`config.mk`:
```
export PLATFORM = sky130hd
export DESIGN_NAME = adc_channel_aggregator
export DESIGN_NICKNAME = d
export VERILOG_FILES = /design/src/rtl/adc_channel_aggregator_pkg.sv /design/src/rtl/adc_channel_aggregator_streamer.sv /design/src/rtl/adc_channel_aggregator.sv
export SDC_FILE = /design/constraint.sdc
export NUM_CORES = 1
export LEC_CHECK = 0
export ABC_CLOCK_PERIOD_IN_PS = 2900
export BUFFER_PORTS_ARGS = -buffer_cell sky130_fd_sc_hd__buf_2
export CORE_AREA = 2 2 238 240
export CTS_CLUSTER_DIAMETER = 100
export DETAILED_ROUTE_END_ITERATION = 6
export DIE_AREA = 0 0 240 242
export PLACE_DENSITY = 0.81
export SLEW_MARGIN = 20
export SYNTH_ARGS = -nofsm -noshare
export SYNTH_HDL_FRONTEND = slang
export SYNTH_SLANG_ARGS = --single-unit
```
`constraint.sdc`:
```
create_clock -name clk -period 2.9 [get_ports clk]
set_input_delay 0.58 -clock clk [delete_from_list [all_inputs] [get_ports clk]]
set_output_delay 0.58 -clock clk [all_outputs]
set_load 0.02 [all_outputs]
```
`src/rtl/adc_channel_aggregator_pkg.sv`:
```
// Shared constants and types for the ADC channel aggregator and its snapshot frame streamer.
package adc_channel_aggregator_pkg;

  localparam logic [7:0] AGG_FRAME_HDR = 8'hA5;

  typedef enum logic [2:0] {
    ST_IDLE,
    ST_HDR,
    ST_CH_ID,
    ST_DAT_H,
    ST_DAT_L,
    ST_CSUM
  } frame_state_e;

  // Channel-index width; a single channel still needs one tag bit.
  function automatic int ch_idx_width(input int n_ch);
    return (n_ch > 1) ? $clog2(n_ch) : 1;
  endfunction

endpackage

```
`src/rtl/adc_channel_aggregator_streamer.sv`:
```
// Snapshot frame streamer: header, {channel id, 16-bit big-endian average}*, XOR checksum,
// sent over a valid/ready byte interface with registered outputs.
module adc_channel_aggregator_streamer
  import adc_channel_aggregator_pkg::*;
#(
  parameter int  N_CH = 13,
  parameter int  DW   = 12,
  localparam int CHW  = ch_idx_width(N_CH)
) (
  input  logic               clk,
  input  logic               rst,
  input  logic [N_CH*DW-1:0] avg_bus,
  input  logic [N_CH-1:0]    ch_enable,
  input  logic               dump_req,
  input  logic               m_ready,
  output logic               busy,
  output logic               m_valid,
  output logic [7:0]         m_data
);

  frame_state_e       state_q;
  logic [N_CH*DW-1:0] snap_avg_q;
  logic [N_CH-1:0]    rem_q;
  logic [CHW-1:0]     cur_q;
  logic [7:0]         csum_q;
  logic [7:0]         data_q;
  logic               valid_q;
  logic               busy_q;

  logic               fire;
  logic               nxt_found;
  logic [CHW-1:0]     nxt_idx;
  logic [15:0]        cur_avg;

  assign fire    = valid_q && m_ready;
  assign cur_avg = 16'(snap_avg_q[int'(cur_q)*DW +: DW]);

  // Lowest channel still pending in the snapshot mask.
  always_comb begin
    // NOTE: every always_comb output gets a default first, so no path can infer a latch.
    nxt_found = 1'b0;
    nxt_idx   = '0;
    for (int i = N_CH - 1; i >= 0; i--) begin
      if (rem_q[i]) begin
        nxt_found = 1'b1;
        nxt_idx   = CHW'(i);
      end
    end
  end

  // NOTE: flops use non-blocking (<=) so each update sees only pre-edge values.
  always_ff @(posedge clk or negedge rst) begin
    if (!rst) begin
      state_q    <= ST_IDLE;
      snap_avg_q <= '0;
      rem_q      <= '0;
      cur_q      <= '0;
      csum_q     <= '0;
      data_q     <= '0;
      valid_q    <= 1'b0;
      busy_q     <= 1'b0;
    end else begin
      unique case (state_q)
        ST_IDLE: if (dump_req) begin
          snap_avg_q <= avg_bus;
          rem_q      <= ch_enable;
          csum_q     <= '0;
          data_q     <= AGG_FRAME_HDR;
          valid_q    <= 1'b1;
          busy_q     <= 1'b1;
          state_q    <= ST_HDR;
        end
        ST_HDR, ST_DAT_L: if (fire) begin
          csum_q <= csum_q ^ data_q;
          if (nxt_found) begin
            data_q         <= 8'(nxt_idx);
            cur_q          <= nxt_idx;
            rem_q[nxt_idx] <= 1'b0;
            state_q        <= ST_CH_ID;
          end else begin
            data_q  <= csum_q ^ data_q;
            state_q <= ST_CSUM;
          end
        end
        ST_CH_ID: if (fire) begin
          csum_q  <= csum_q ^ data_q;
          data_q  <= cur_avg[15:8];
          state_q <= ST_DAT_H;
        end
        ST_DAT_H: if (fire) begin
          csum_q  <= csum_q ^ data_q;
          data_q  <= cur_avg[7:0];
          state_q <= ST_DAT_L;
        end
        ST_CSUM: if (fire) begin
          valid_q <= 1'b0;
          busy_q  <= 1'b0;
          state_q <= ST_IDLE;
        end
        default: state_q <= ST_IDLE;
      endcase
    end
  end

  assign busy    = busy_q;
  assign m_valid = valid_q;
  assign m_data  = data_q;

endmodule

```
`src/rtl/adc_channel_aggregator.sv`:
```
// Per-channel box-car averager over a shared tagged sample stream, plus a snapshot frame
// streamer that serialises the enabled channel averages as a checksummed byte frame.
module adc_channel_aggregator
  import adc_channel_aggregator_pkg::*;
#(
  parameter int  N_CH     = 13,
  parameter int  DW       = 12,
  parameter int  AVG_LOG2 = 4,
  localparam int CHW      = ch_idx_width(N_CH)
) (
  input  logic               clk,
  input  logic               rst,
  input  logic               s_valid,
  input  logic [CHW-1:0]     s_ch,
  input  logic [DW-1:0]      s_data,
  input  logic [N_CH-1:0]    ch_enable,
  output logic [N_CH*DW-1:0] avg_bus,
  output logic [N_CH-1:0]    avg_update,
  output logic               err_ch,
  input  logic               dump_req,
  output logic               busy,
  output logic               m_valid,
  output logic [7:0]         m_data,
  input  logic               m_ready
);

  localparam int              CNTW     = (AVG_LOG2 > 0) ? AVG_LOG2 : 1;
  localparam int              AW       = DW + AVG_LOG2;
  localparam logic [CNTW-1:0] CNT_LAST = CNTW'((1 << AVG_LOG2) - 1);

  logic err_q;

  for (genvar k = 0; k < N_CH; k++) begin : g_ch
    logic [AW-1:0]   acc_q;
    logic [CNTW-1:0] cnt_q;
    logic [DW-1:0]   avg_q;
    logic            upd_q;
    logic            hit;
    logic [AW-1:0]   sum;

    assign hit = s_valid && (s_ch == CHW'(k));
    assign sum = acc_q + AW'(s_data);

    always_ff @(posedge clk or negedge rst) begin
      if (!rst) begin
        // NOTE: these per-channel arrays are plain flops, not RAM, so resetting them is fine.
        acc_q <= '0;
        cnt_q <= '0;
        avg_q <= '0;
        upd_q <= 1'b0;
      end else begin
        upd_q <= 1'b0;
        if (!ch_enable[k]) begin
          acc_q <= '0;
          cnt_q <= '0;
        end else if (hit) begin
          if (cnt_q == CNT_LAST) begin
            avg_q <= DW'(sum >> AVG_LOG2);
            acc_q <= '0;
            cnt_q <= '0;
            upd_q <= 1'b1;
          end else begin
            acc_q <= sum;
            cnt_q <= cnt_q + 1'b1;
          end
        end
      end
    end

    assign avg_bus[k*DW +: DW] = avg_q;
    assign avg_update[k]       = upd_q;
  end

  always_ff @(posedge clk or negedge rst) begin
    if (!rst) err_q <= 1'b0;
    else      err_q <= s_valid && (int'(s_ch) >= N_CH);
  end

  assign err_ch = err_q;

  adc_channel_aggregator_streamer #(
    .N_CH (N_CH),
    .DW   (DW)
  ) u_streamer (
    .clk       (clk),
    .rst       (rst),
    .avg_bus   (avg_bus),
    .ch_enable (ch_enable),
    .dump_req  (dump_req),
    .m_ready   (m_ready),
    .busy      (busy),
    .m_valid   (m_valid),
    .m_data    (m_data)
  );

endmodule

```
==> results.txt <==
- The run finished with clean final reports.
* Sw Ratio: between 20 and 30%
- By area the synthesized netlist is led by sky130_fd_sc_hd__dfrtp_1, sky130_fd_sc_hd__nand2_1, sky130_fd_sc_hd__ha_1.
* Final routed DRC violation total: 0
- Kind of end point of the critical path: flop
* Top cell type's share of synthesized area: between 40% and 50%
* Overall Global Routing Usage: 33.4%
- Internal power contribution: about 16000 uW
- In this run the worst path has a maximum fanout of 5.
* Total I/O pin count: 214
- Die Area: approximately 58000 sq um
- Dpl cell area: approximately 37000 sq um
* Number of register bits inferred by synthesis: roughly 620
- Number of max-cap violations: 0
* Pin count of the biggest net entering global routing: 135
- Iteration-0 DRC count of the detailed router: between 2000 and 3000
* Floorplan Core Area: 55700 sq um
- The synthesized design spends more area on one cell type than any other, namely sky130_fd_sc_hd__dfrtp_1.
- Period Utilization, post-route: 90.9%
* Tightest Pin Transition: 0.714 ns
- The via count of the first global-routing pass came to 27700.
- Count of pins over their slew limit: 0
- Sequential cells were found to cover a little under half of the synthesized design area.
- First-pass DRT Iterations: 5
- Data on the critical path arrives at its endpoint at about 3.2 ns.
- After synthesis, the netlist uses 109 different library cells.
- Sequential share of power: between 40% and 50%
* Max H-tree Level: 3
- After routing the design area is slightly below 40000 sq um.
- Summed over all nets, the switching power comes to ~6700 uW.
* Wire length per cell after detailed routing: roughly 21 microns
* Worst Skew: roughly 0.020 ns
- Path type of the worst setup path: reg -> reg
* Max-slew headroom: 52.4%
- Clock Latency Late Sink: 0.61 ns
* Die X-Extent: roughly 240 microns
- Detailed placement finished with a half-perimeter wire length of slightly below 70 mm.
* Type of the worst min-delay path: in -> reg
- Global placement routability congestion: 0.951
- In this run the clock root is driven by a sky130_fd_sc_hd__clkbuf_16.
- Maximum number of buffers from clock root to sink: 3
- Ratio of routed vias to standard cells: roughly 6.2
* Post-CTS Setup Bufs: 0
- At the placement stage, the worst setup path has a slack of -0.269 ns.
- Net count of the finished layout: about 4000
* Maximum operating frequency: around 0.38 GHz
- Number of standard cells in the final layout excluding fillers: around 4600
- Clock Pin Slew Worst Setup and Hold Paths: 0.06 ns
* Register-to-Register Setup Slack: 0.26 ns
- Dividing total power by cell area gives a power density of around 570 nW/um^2.
- RSZ-0062 raised after global routing: false
* Most common cell after layout, fill and taps aside: sky130_fd_sc_hd__nand2_1
* Top flip-flop cell by instance count after synthesis: sky130_fd_sc_hd__dfrtp_1
- Part of the total power dissipated in combinational logic: between 10% and 20%
- After floorplanning, the core was divided into 87 placement rows.
- Kind of launch point of the worst setup path: flop
- Cells with a size suffix above 1 make up roughly 18% of the layout.
* Area Overhead vs Synth: 15.4%
- In the synthesized netlist the async set-or-reset flop fraction comes to 100%.
* Detailed-route via count: roughly 29000
- Final Hold Vio Count: 0
- Setup violations remaining at the end of the flow were counted as 0.
- Worst vdd rail ir drop: about 0.00057 V
- Post-placement cell count: ~4500
* Clock period minus final worst setup slack: 2.64 ns
* Static leakage: 0.0200 uW
- Post-Synthesis Cells: 3517
* Critical Path RT: between 3 and 4 ns
- Worst hold margin: roughly 0.28 ns
- Commonest non-fill, non-tap cells in the layout: sky130_fd_sc_hd__nand2_1, sky130_fd_sc_hd__dfrtp_1, sky130_fd_sc_hd__o21ai_0
- Across all setup checks in the final design, the least slack found is approximately 0.26 ns.
* Chip height: 242 microns
* Number of cells upsized or downsized after cts: 0
* Clock tree from TritonCTS: done
* Count of nets left with antenna violations after detail routing: 0
* Number of buffers created by CTS: about 70
* Part of the power in the clock network: between 30 and 40%
* Number of flops mapped to enable cells by yosys: 0
- The clock net in this run drives a total of about 620 sinks.
* Global-route wire length before repair: roughly 150 mm
- Avg Synthesized Cell Area: 9.73 sq um
* Count of yosys warnings during synthesis: 0
- Summing every instance area after synthesis gives 34200 sq um.
* Number of antenna violations at the first check in global routing: 6
- Port buffering added 213 buffers.
- Routed Wire Length: ~96 mm
- The number of nets handed over by synthesis was roughly 3700.
* Total global routing overflow: 0
- Starting Density: 61.4%
synthesized netlist by cell type, types with 11 or more instances:
| master | instances |
|---|---|
| sky130_fd_sc_hd__a31oi_1 | 38 |
| sky130_fd_sc_hd__and3_1 | 28 |
| sky130_fd_sc_hd__nand4_1 | 20 |
| sky130_fd_sc_hd__o31ai_1 | 27 |
| sky130_fd_sc_hd__o21a_1 | 25 |
| sky130_fd_sc_hd__nand2_1 | 765 |
| sky130_fd_sc_hd__nor3b_1 | 11 |
| sky130_fd_sc_hd__dfrtp_1 | 623 |
| sky130_fd_sc_hd__o21bai_1 | 18 |
| sky130_fd_sc_hd__o211ai_1 | 11 |
| sky130_fd_sc_hd__nor2_1 | 153 |
| sky130_fd_sc_hd__fa_1 | 13 |
| sky130_fd_sc_hd__mux2_2 | 83 |
| sky130_fd_sc_hd__mux2i_1 | 50 |
| sky130_fd_sc_hd__nor2b_1 | 69 |
| sky130_fd_sc_hd__xor2_1 | 57 |
| sky130_fd_sc_hd__or2_2 | 14 |
| sky130_fd_sc_hd__inv_1 | 56 |
| sky130_fd_sc_hd__and2_1 | 19 |
| sky130_fd_sc_hd__mux4_2 | 29 |
| sky130_fd_sc_hd__a22o_1 | 132 |
| sky130_fd_sc_hd__nand2b_1 | 20 |
| sky130_fd_sc_hd__nand3_1 | 68 |
| sky130_fd_sc_hd__or3_1 | 12 |
| sky130_fd_sc_hd__ha_1 | 169 |
| sky130_fd_sc_hd__buf_2 | 36 |
| sky130_fd_sc_hd__clkbuf_1 | 105 |
| sky130_fd_sc_hd__nor3_1 | 23 |
| sky130_fd_sc_hd__a21o_1 | 55 |
| sky130_fd_sc_hd__buf_4 | 16 |
| sky130_fd_sc_hd__a21oi_1 | 172 |
| sky130_fd_sc_hd__xnor2_1 | 108 |
| sky130_fd_sc_hd__a211oi_1 | 34 |
| sky130_fd_sc_hd__o22ai_1 | 19 |
| sky130_fd_sc_hd__o21ai_0 | 252 |
final timing paths:
path / cells past startpoint / startpoint / endpoint
worst max-delay path: 9 / g_ch[11].acc_q[0]$_DFFE_PN0P_ / g_ch[11].acc_q[12]$_DFFE_PN0P_
worst min-delay path: 3 / ch_enable[10] / u_streamer.rem_q[10]$_DFFE_PN0P_
worst max register to register: 9 / g_ch[11].acc_q[0]$_DFFE_PN0P_ / g_ch[11].acc_q[12]$_DFFE_PN0P_
worst min register to register: 2 / u_streamer.snap_avg_q[35]$_DFFE_PN0P_ / u_streamer.snap_avg_q[35]$_DFFE_PN0P_
max in group asynchronous: 3 / rst / g_ch[8].acc_q[10]$_DFFE_PN0P_
min in group asynchronous: 2 / rst / g_ch[9].acc_q[15]$_DFFE_PN0P_
flip-flops by register name, indices dropped and copies added (netlist names), 4 cells and up:
register,cells
g_ch.acc_q,208
g_ch.avg_q,156
g_ch.cnt_q,52
g_ch.upd_q,13
u_streamer.csum_q,8
u_streamer.cur_q,4
u_streamer.m_data,8
u_streamer.rem_q,13
u_streamer.snap_avg_q,156
metrics by stage:
stage | util, % | power, uW | setup TNS [ns]
CTS | 70.8 | 22500 | 0
finish | 70.8 | 22500 | 0
global route | 70.8 | 23300 | 0
global placement | 66.6 | 13600 | -6.67
floorplan | - | 12200 | 0
detailed placement | 66.6 | 13700 | -12.06
power by group through the flow:
stage | clock [uW] | combinational (uW) | sequential [uW]
finish | 8900 | 4310 | 9280
global route | 9340 | 4690 | 9310
CTS | 9000 | 4270 | 9270
detailed placement | 0 | 4250 | 9420
global placement | 0 | 4180 | 9410
floorplan | 0 | 2830 | 9360
area by class of cell:
class | count | area, sq um
Clock buffer | 104 | 2120
Clock inverter | 19 | 178
Sequential cell | 623 | 15600
Antenna cell | 3 | 7.51
Inverter | 61 | 229
Tap cell | 756 | 946
Timing Repair Buffer | 406 | 2740
Fill cell | 4097 | 16300
Multi-Input combinational cell | 2667 | 17600
kinds of logic after synthesis:
family,count (synthesis),synth area share (%)
buffers and inverters,227,2.87
and+or+nand+nor,1262,16.7
DFF,623,45.6
xor gates and xnor gates,165,4.22
muxes,162,6.10
adders and majority gates,182,6.94
AOI/OAI and AO/OA,896,17.6
worst max-delay path, stage by stage (launching register included):
cell and delay [ns]:
sky130_fd_sc_hd__dfrtp_1 0.39, sky130_fd_sc_hd__ha_1 0.21, sky130_fd_sc_hd__fa_1 0.38, sky130_fd_sc_hd__a21oi_1 0.16, sky130_fd_sc_hd__nor2b_1 0.08, sky130_fd_sc_hd__a311o_1 0.37, sky130_fd_sc_hd__a41o_1 0.27, sky130_fd_sc_hd__o311a_1 0.36
sky130_fd_sc_hd__o21ba_1 0.19, sky130_fd_sc_hd__a21oi_1 0.14
metal layers:
metal	vias up	global-route usage (%)	share of wire, %
met1	14100	47.8	42
met5	-	0	0.031
met2	1188	50.9	45
met3	239	5.54	8.0
met4	4	13.2	4.3
li1	13200	-	-
repair_timing:
item | in CTS | in global routing
setup endpoints to repair | 0 | 0
hold endpoints to repair | 45 | 0
hold buffers | 1 | 0
Power figures use the tool's default switching activity.
